[config.mk]
export PLATFORM = sky130hd
export DESIGN_NAME = mssd_byte_collector
export DESIGN_NICKNAME = d
export VERILOG_FILES = /design/src/rtl/mssd_pkg.sv /design/src/rtl/mssd_sync_fifo.sv /design/src/rtl/mssd_byte_collector.sv
export SDC_FILE = /design/constraint.sdc
export NUM_CORES = 1
export LEC_CHECK = 0
export ABC_AREA = 1
export CAP_MARGIN = 20
export CORE_MARGIN = 2
export CORE_UTILIZATION = 35
export CTS_BUF_LIST = sky130_fd_sc_hd__clkbuf_2
export CTS_CLUSTER_SIZE = 20
export DETAILED_ROUTE_END_ITERATION = 16
export MAX_ROUTING_LAYER = met4
export PLACE_DENSITY = 0.53
export SLEW_MARGIN = 10
export SYNTH_ARGS = -nofsm -noshare
export SYNTH_HDL_FRONTEND = slang
export SYNTH_SLANG_ARGS = --single-unit
[constraint.sdc]
create_clock -name Clk -period 2.3 [get_ports Clk]
set_input_delay 0.575 -clock Clk [delete_from_list [all_inputs] [get_ports Clk]]
set_output_delay 0.575 -clock Clk [all_outputs]
set_load 0.01 [all_outputs]
[src/rtl/mssd_pkg.sv]
// mssd_pkg: shared entry type and widths for the serial splitter datapath.
package mssd_pkg;
    localparam int PORT_W = 2;
    localparam int BYTE_W = 8;
    typedef struct packed {
        logic              last;
        logic [PORT_W-1:0] port;
        logic [BYTE_W-1:0] data;
    } mssd_entry_t;
endpackage

[src/rtl/mssd_sync_fifo.sv]
// mssd_sync_fifo: count-based synchronous FIFO; a push into a full FIFO is taken when a pop frees the slot.
module mssd_sync_fifo #(
    parameter int WIDTH = 11,
    parameter int DEPTH = 4
) (
    input  logic             clk,
    input  logic             rst_n,
    input  logic             push,
    input  logic             pop,
    input  logic [WIDTH-1:0] wdata,
    output logic [WIDTH-1:0] rdata,
    output logic             empty,
    output logic             full
);
    localparam int AW = $clog2(DEPTH);
    logic [WIDTH-1:0] mem [DEPTH];
    logic [AW-1:0] rd, wr;
    logic [AW:0] count;
    logic wr_en, rd_en;
    assign empty = count == '0;
    assign full  = count == (AW+1)'(DEPTH);
    assign rd_en = pop & ~empty;
    assign wr_en = push & (~full | rd_en);
    assign rdata = empty ? '0 : mem[rd];
    always_ff @(posedge clk or negedge rst_n) begin
        if (!rst_n) begin
            rd    <= '0;
            wr    <= '0;
            count <= '0;
        end else begin
            rd    <= rd + AW'(rd_en);
            wr    <= wr + AW'(wr_en);
            count <= count + (AW+1)'(wr_en) - (AW+1)'(rd_en);
        end
    end
    always_ff @(posedge clk) begin
        if (wr_en) mem[wr] <= wdata;
    end
endmodule

[src/rtl/mssd_byte_collector.sv]
// mssd_byte_collector: assembles the active port's serial bits MSB-first into bytes and
// queues them with port and end-of-frame tags for a valid/ready consumer.
module mssd_byte_collector
    import mssd_pkg::*;
#(
    parameter int FIFO_DEPTH = 4,
    parameter int DATA_W     = BYTE_W
) (
    input  logic              Clk,
    input  logic              reset,
    input  logic              serEn,
    input  logic              frameEnd,
    input  logic [1:0]        portNum,
    input  logic              P0,
    input  logic              P1,
    input  logic              P2,
    input  logic              P3,
    input  logic              outReady,
    input  logic              clrErr,
    output logic              outValid,
    output logic [DATA_W-1:0] outData,
    output logic [1:0]        outPort,
    output logic              outLast,
    output logic              overflow,
    output logic              fragErr
);
    localparam int CW = $clog2(DATA_W);
    localparam logic [CW-1:0] LAST = CW'(DATA_W - 1);
    logic [3:0] lines;
    logic [DATA_W-1:0] shift, shifted;
    logic [CW-1:0] bit_cnt;
    logic bit_in, last_bit, push, pop, full, empty, ovf_set, frag_set;
    mssd_entry_t wr_entry, rd_entry;
    assign lines    = {P3, P2, P1, P0};
    assign bit_in   = lines[portNum];
    assign shifted  = {shift[DATA_W-2:0], bit_in};
    assign last_bit = bit_cnt == LAST;
    assign push     = serEn & (last_bit | frameEnd);
    assign pop      = outValid & outReady;
    assign ovf_set  = push & full & ~pop;
    assign frag_set = serEn & frameEnd & ~last_bit;
    // A short final byte is left-aligned so its first bit lands in the MSB.
    assign wr_entry = '{last: frameEnd, port: portNum,
                        data: last_bit ? shifted : shifted << (LAST - bit_cnt)};
    mssd_sync_fifo #(.WIDTH($bits(mssd_entry_t)), .DEPTH(FIFO_DEPTH)) u_fifo (
        .clk   (Clk),
        .rst_n (reset),
        .push  (push),
        .pop   (pop),
        .wdata (wr_entry),
        .rdata (rd_entry),
        .empty (empty),
        .full  (full)
    );
    assign outValid = ~empty;
    assign outData  = rd_entry.data;
    assign outPort  = rd_entry.port;
    assign outLast  = rd_entry.last;
    always_ff @(posedge Clk or negedge reset) begin
        if (!reset) begin
            shift    <= '0;
            bit_cnt  <= '0;
            overflow <= 1'b0;
            fragErr  <= 1'b0;
        end else begin
            if (serEn) begin
                shift   <= shifted;
                bit_cnt <= push ? '0 : bit_cnt + 1'b1;
            end
            overflow <= ovf_set | (overflow & ~clrErr);
            fragErr  <= frag_set | (fragErr & ~clrErr);
        end
    end
endmodule

# --- After elaboration in Yosys (flattened, before gate mapping) ---
# Memory sizes are Yosys's and may differ from the RTL's.
# Cells that the tools add are included.
word_totals:
  ff_bits: 19
  mem_bits_rw: 44
  in_bits: 12
  output_inout_bits: 14
  wordCells: 45
  memories: 1
mem_list:
  columns: ["memory", "words", "word_bits", "read_ports", "rd_clocked_by_memory_dff", "wr", "line", "source"]
  rows:
  - ["u_fifo.mem", 4, 11, 1, 0, 1, "mssd_sync_fifo.sv:16", "logic [WIDTH-1:0] mem [DEPTH];"]
classes:
  add_sub_neg: 6
  magnitude_cmp: 1
  eq_ne: 2
  shifts: 1
  n_mux: 7
  bitwise: 19
  n_reduce_logical: 1
ops:
  columns: ["cell", "n"]
  rows:
  - ["$mux 11", 1]
  - ["$and 1x1->1", 10]
  - ["$mux 8", 1]
  - ["$shl 8x3->8", 1]
  - ["$eq 3x3->1 const B", 2]
  - ["$not 1->1", 5]
  - ["$add 2x1->2", 2]
  - ["$or 1x1->1", 4]
  - ["$add 3x1->3", 1]
  - ["$add 3x1->3 const B", 1]
  - ["$logic_not 3->1", 1]
  - ["$lt 2x3->1 const B", 1]
  - ["$mux 1", 3]
  - ["$mux 3", 1]
  - ["$sub 3x1->3", 1]
  - ["$sub 3x3->3 const A", 1]
  - ["$bmux 1 s2", 1]

# --- Depth between registers and ports, before layout ---
depth:
  ltp_word: 8
  mapped_depth: 9
  ltp_nobuf: 9

# --- Modules after synthesis ---
# Synthesis repeated with hierarchy kept, for this count alone.
unflattened:
  hier_cells: 346
  hier_area_um2: 3080.5
by_module_without_submodules:
  columns: ["module", "instances", "cells_each", "area_per_inst_um2", "seq_area_each_um2"]
  rows:
  - ["mssd_sync_fifo", 1, 216, 2229.6, 1496.4]
  - ["mssd_byte_collector", 1, 130, 850.8, 300.3]

# --- Worst setup path after synthesis ---
# No wires, ideal clock.
synth_timing:
  path_type: "reg2reg"
  startpoint: "register bit_cnt[0]"
  endpoint: "memory u_fifo.mem[0][0] (enable)"
  setup_time_ns: 0.393
  t_arrival_ns: 1.910
  required_ns: 1.907
  slack_ns: -0.003
  path_stages_with_launch: 9
  n_path_buf: 0
  period_less_slack_ns: 2.303
  cell_sequence: "dfrtp_1 -> ha_1 -> ha_1 -> nor2_1 -> nor2_4 -> inv_2 -> nor2_4 -> inv_2 -> nor3_1"
synth_via:
  elab_chain_cells: 6
synth_rtl:
  columns: ["element", "line", "source"]
  rows:
  - ["start, declared", "mssd_byte_collector.sv:31", "logic [CW-1:0] bit_cnt;"]
  - ["start signal, assigned", "mssd_byte_collector.sv:68", "bit_cnt <= push ? '0 : bit_cnt + 1'b1;"]
  - ["$eq 3x3->1", "mssd_byte_collector.sv:37", "assign last_bit = bit_cnt == LAST;"]
  - ["$or 1x1->1", "mssd_byte_collector.sv:38", "assign push = serEn & (last_bit | frameEnd);"]
  - ["$and 1x1->1", "mssd_byte_collector.sv:38", null]
  - ["$and 1x1->1", "mssd_sync_fifo.sv:23", "assign wr_en = push & (~full | rd_en);"]
  - ["$mux 1", "mssd_sync_fifo.sv:37", "if (wr_en) mem[wr] <= wdata;"]
  - ["$mux 1 (not written as such)", "mssd_sync_fifo.sv:37", null]
  - ["end, declared", "mssd_sync_fifo.sv:16", null]
# Every way passes these cells.

# --- Worst setup path in the final report ---
layout_timing:
  startpoint: "register u_fifo.rd[0]"
  endpoint: "output port outData[5]"
layout_via:
  elab_chain_cells: 2
layout_rtl:
  columns: ["element", "line", "source"]
  rows:
  - ["start, declared", "mssd_sync_fifo.sv:17", "logic [AW-1:0] rd, wr;"]
  - ["start signal, assigned", "mssd_sync_fifo.sv:31", "rd <= rd + AW'(rd_en);"]
  - ["$mem_v2 4x11", null, null]
  - ["$mux 11", "mssd_sync_fifo.sv:24", "assign rdata = empty ? '0 : mem[rd];"]
  - ["end, declared", "mssd_byte_collector.sv:21", "output logic [DATA_W-1:0] outData,"]
# Every way passes these cells.

==> flow_summary_export.csv <==
group,metric,value,unit
timing,period_needed,2.240,ns
timing,fmax,446.4,MHz
pwr,power_frac_comb,41.9,%
detailed_routing,vias_per_cell,4.713,
floorplanning,core_area,8093,um2
grt,grt_antenna_before_repair,0,
finish,utilization,44.09,%
pwr,switching_share,36.28,%
pwr,sequentialPowerShare,39.2,%
critical_path,cp_max_fo,8,
timing,slew_viol_final,0,
critical_path,crit_path_end_kind,"primary output",
timing,tightest_slew,0.3545,ns
critical_path,worst_path_dominant_cell_family,"buffers and inverters",
critical_path,startpoint_type,"flop",
placement,portBuffers,25,
finish,instances_no_fill,456,
placement,post-place-cells,435,
cts,cts_tree,"built",
critical_path,crit_chain,"buf_12, inv_6, buf_12, o21ai_1, a21oi_1, buf_2",
synth,synth_top_area_share,45.75,%
pwr,switchingPower,1408,uW
floorplanning,initial_core_util,35.68,%
finish,mostFrequentLayoutCells,"48 x nand2_1, 44 x edfxtp_1, 42 x nor2_1",
flow_run,cap_violations,0,
finish,regArea,1798,um2
synth,ys_types,23,
synth,netlist_area,2888,um2
pwr,ir_worst_vdd,0.3389,mV
detailed_routing,dr.pass1.iters,4,
detailed_routing,drtIter0Drc,130,
finish,final_common_cell,"nand2_1",
critical_path,required,1.73,ns
pwr,design_power_total,3881,uW
timing,fin_crit_sh,97.40,%
detailed_routing,num_vias,2149,
grt,grt.total_usage,15.95,%
outcome,status,"finished, final reports clean",
synth,ys_warn_count,0,
cts,path_clk_slew,0.17,ns
critical_path,criticalPathCategory,"flop to primary output",
grt,grt_pass1_wl,10.27,mm
floorplanning,die_w,94.84,um
synth,ys_ff_latch,63,
placement,pre_cts_slack,0.01088,ns
pwr,leakagePower,0.001454,uW
grt,grt_max_degree,20,
critical_path,slowest_delay,0.46,ns
detailed_routing,routed_wl,6.258,mm
critical_path,cpMostUsedCell,"buf_12",
critical_path,cp_num_buf_inv,4,
critical_path,slowest_stage,"dfrtp_2",
cts,clockRootBuffer,"clkbuf_2",
cts,cts.sinks,63,
detailed_routing,drc,0,
timing,worst_slack,0.05989,ns
timing,hold_viol,0,
synth,avgSynthCellArea,9.691,um2
worst_hold_path,hold_path_class,"input pin to async pin",
finish,nNetsFinal,363,
critical_path,cp.arrival,1.67,ns
synth,synth_top_cell_by_area,"edfxtp_1",
grt,busiest_layer,"met2",
cts,cts_buffers,9,
grt,met1_usage,18.97,%
grt,grt_pass1_vias,2143,
synth,syn_inst,298,
cts,cts_buffer_depth,2,
detailed_routing,routedWlPerCell,13.72,um
finish,drive_gt1_share,22.51,%
floorplanning,rows,33,
cts,h-tree-depth,3,
finish,area_growth,23.57,%
synth,yosys-top-cells-area,"edfxtp_1 46%, dfrtp_1 16%, nor2_1 6.9%",
cts,clk_latency,0.46,ns
detailed_routing,drtAntennaViolNets,0,
finish,multi_input_area,973.4,um2
pwr,power_frac_clock,18.9,%
timing,rsz0062_at_grt,"yes",
timing,setup_violations,0,
floorplanning,die_y,94.84,um
timing,worst_slew_margin_rel,76.21,%
pwr,p_int,2473,uW
placement,dp_hpwl,4.157,mm
finish,fillers,812,
grt,use_met3,2.873,%
synth,synth_nets,315,
floorplanning,die-area,8994,um2
placement,gp_congestion,0.9034,
finish,diodes,0,
grt,overflow,0,
timing,skew,0.01340,ns
grt,grtUsageMet2,26.42,%
floorplanning,io_pins,26,
pwr,power_density,1088,nW/um2
synth,seq_area_frac_synth,62.22,%
[area by class of cell]
| class | count | area share (%) |
|---|---|---|
| Sequential cell | 63 | 50.39 |
| Tap cell | 105 | 3.682 |
| Timing Repair Buffer | 49 | 11.85 |
| Multi-Input combinational cell | 194 | 27.28 |
| Clock buffer | 11 | 1.543 |
| Inverter | 29 | 3.226 |
| Clock inverter | 5 | 2.034 |
[sequential cells by signal, indices dropped and copies added (netlist names)]
name and count:
shift 7, u_fifo.mem 44, overflow 1, u_fifo.rd 2, u_fifo.wr 2, fragErr 1
u_fifo.count 3, bit_cnt 3
[power groups by stage]
stage | registers (uW) | logic (uW) | clock network [uW]
after floorplan | 1510 | 904 | 0
after global placement | 1530 | 1600 | 0
after detailed placement | 1530 | 1620 | 0
after CTS | 1510 | 1600 | 763
after global routing | 1540 | 1830 | 815
final | 1520 | 1630 | 735
[cells by family after synthesis]
group / count (synthesis) / synth area share (%)
flops: 63 / 62.22
buf+inv: 41 / 5.762
xor+xnor: 4 / 1.213
fa+ha+maj: 5 / 2.426
simple gates: 124 / 17.81
compound gates: 61 / 10.57
[metrics by stage]
step | hold slack [ns] | TNS (ns) | area, um2
after CTS | 0.3773 | -0.03233 | 3522
after global placement | 0.4920 | 0 | 3381
after global routing | 0.3780 | -0.5075 | 3568
after floorplan | 0.2794 | -0.1214 | 2888
after detailed placement | 0.5088 | 0 | 3381
final | 0.4170 | 0 | 3568
[Yosys cell counts]
| cell type | count |
|---|---|
| o21ai_0 | 15 |
| inv_1 | 17 |
| buf_1 | 1 |
| nor3_2 | 1 |
| edfxtp_1 | 44 |
| nor2_1 | 53 |
| fa_1 | 1 |
| nand2_1 | 48 |
| o21ai_1 | 31 |
| buf_2 | 6 |
| clkinv_2 | 1 |
| dfrtp_1 | 19 |
| nand4_1 | 2 |
| nand3_1 | 14 |
| a21oi_1 | 15 |
| clkbuf_1 | 4 |
| nor3_1 | 4 |
| inv_2 | 11 |
| buf_4 | 1 |
| xnor2_1 | 1 |
| xor2_1 | 3 |
| nor2_4 | 2 |
| ha_1 | 4 |
[layer usage]
metal  up-vias  wire [um]
met5         -          0
met4         0         76
met3         7        141
met2        32       3129
met1      1014       2910
li1       1096          -
[path summary, 6_finish.rpt]
path                              start         endpoint  cells after the start  slack (ns)
max                        u_fifo.rd[0]       outData[5]                      6        0.06
min                               reset  u_fifo.count[2]                      2        0.42
max reg2reg                  bit_cnt[0]  u_fifo.count[2]                      9        0.21
min reg2reg                     fragErr          fragErr                      2        0.52
max in group asynchronous         reset         shift[1]                      2        1.66
min in group Clk                fragErr          fragErr                      2        0.52
[timing repair]
item / in CTS / in global routing
resized for setup: 49 / 24
setup buffers: 4 / 1
setup endpoints to repair: 11 / 11
gates cloned: 1 / 0
hold buffers: 0 / 0
pin swaps: 4 / 16
(Power assumes the default switching activity.)
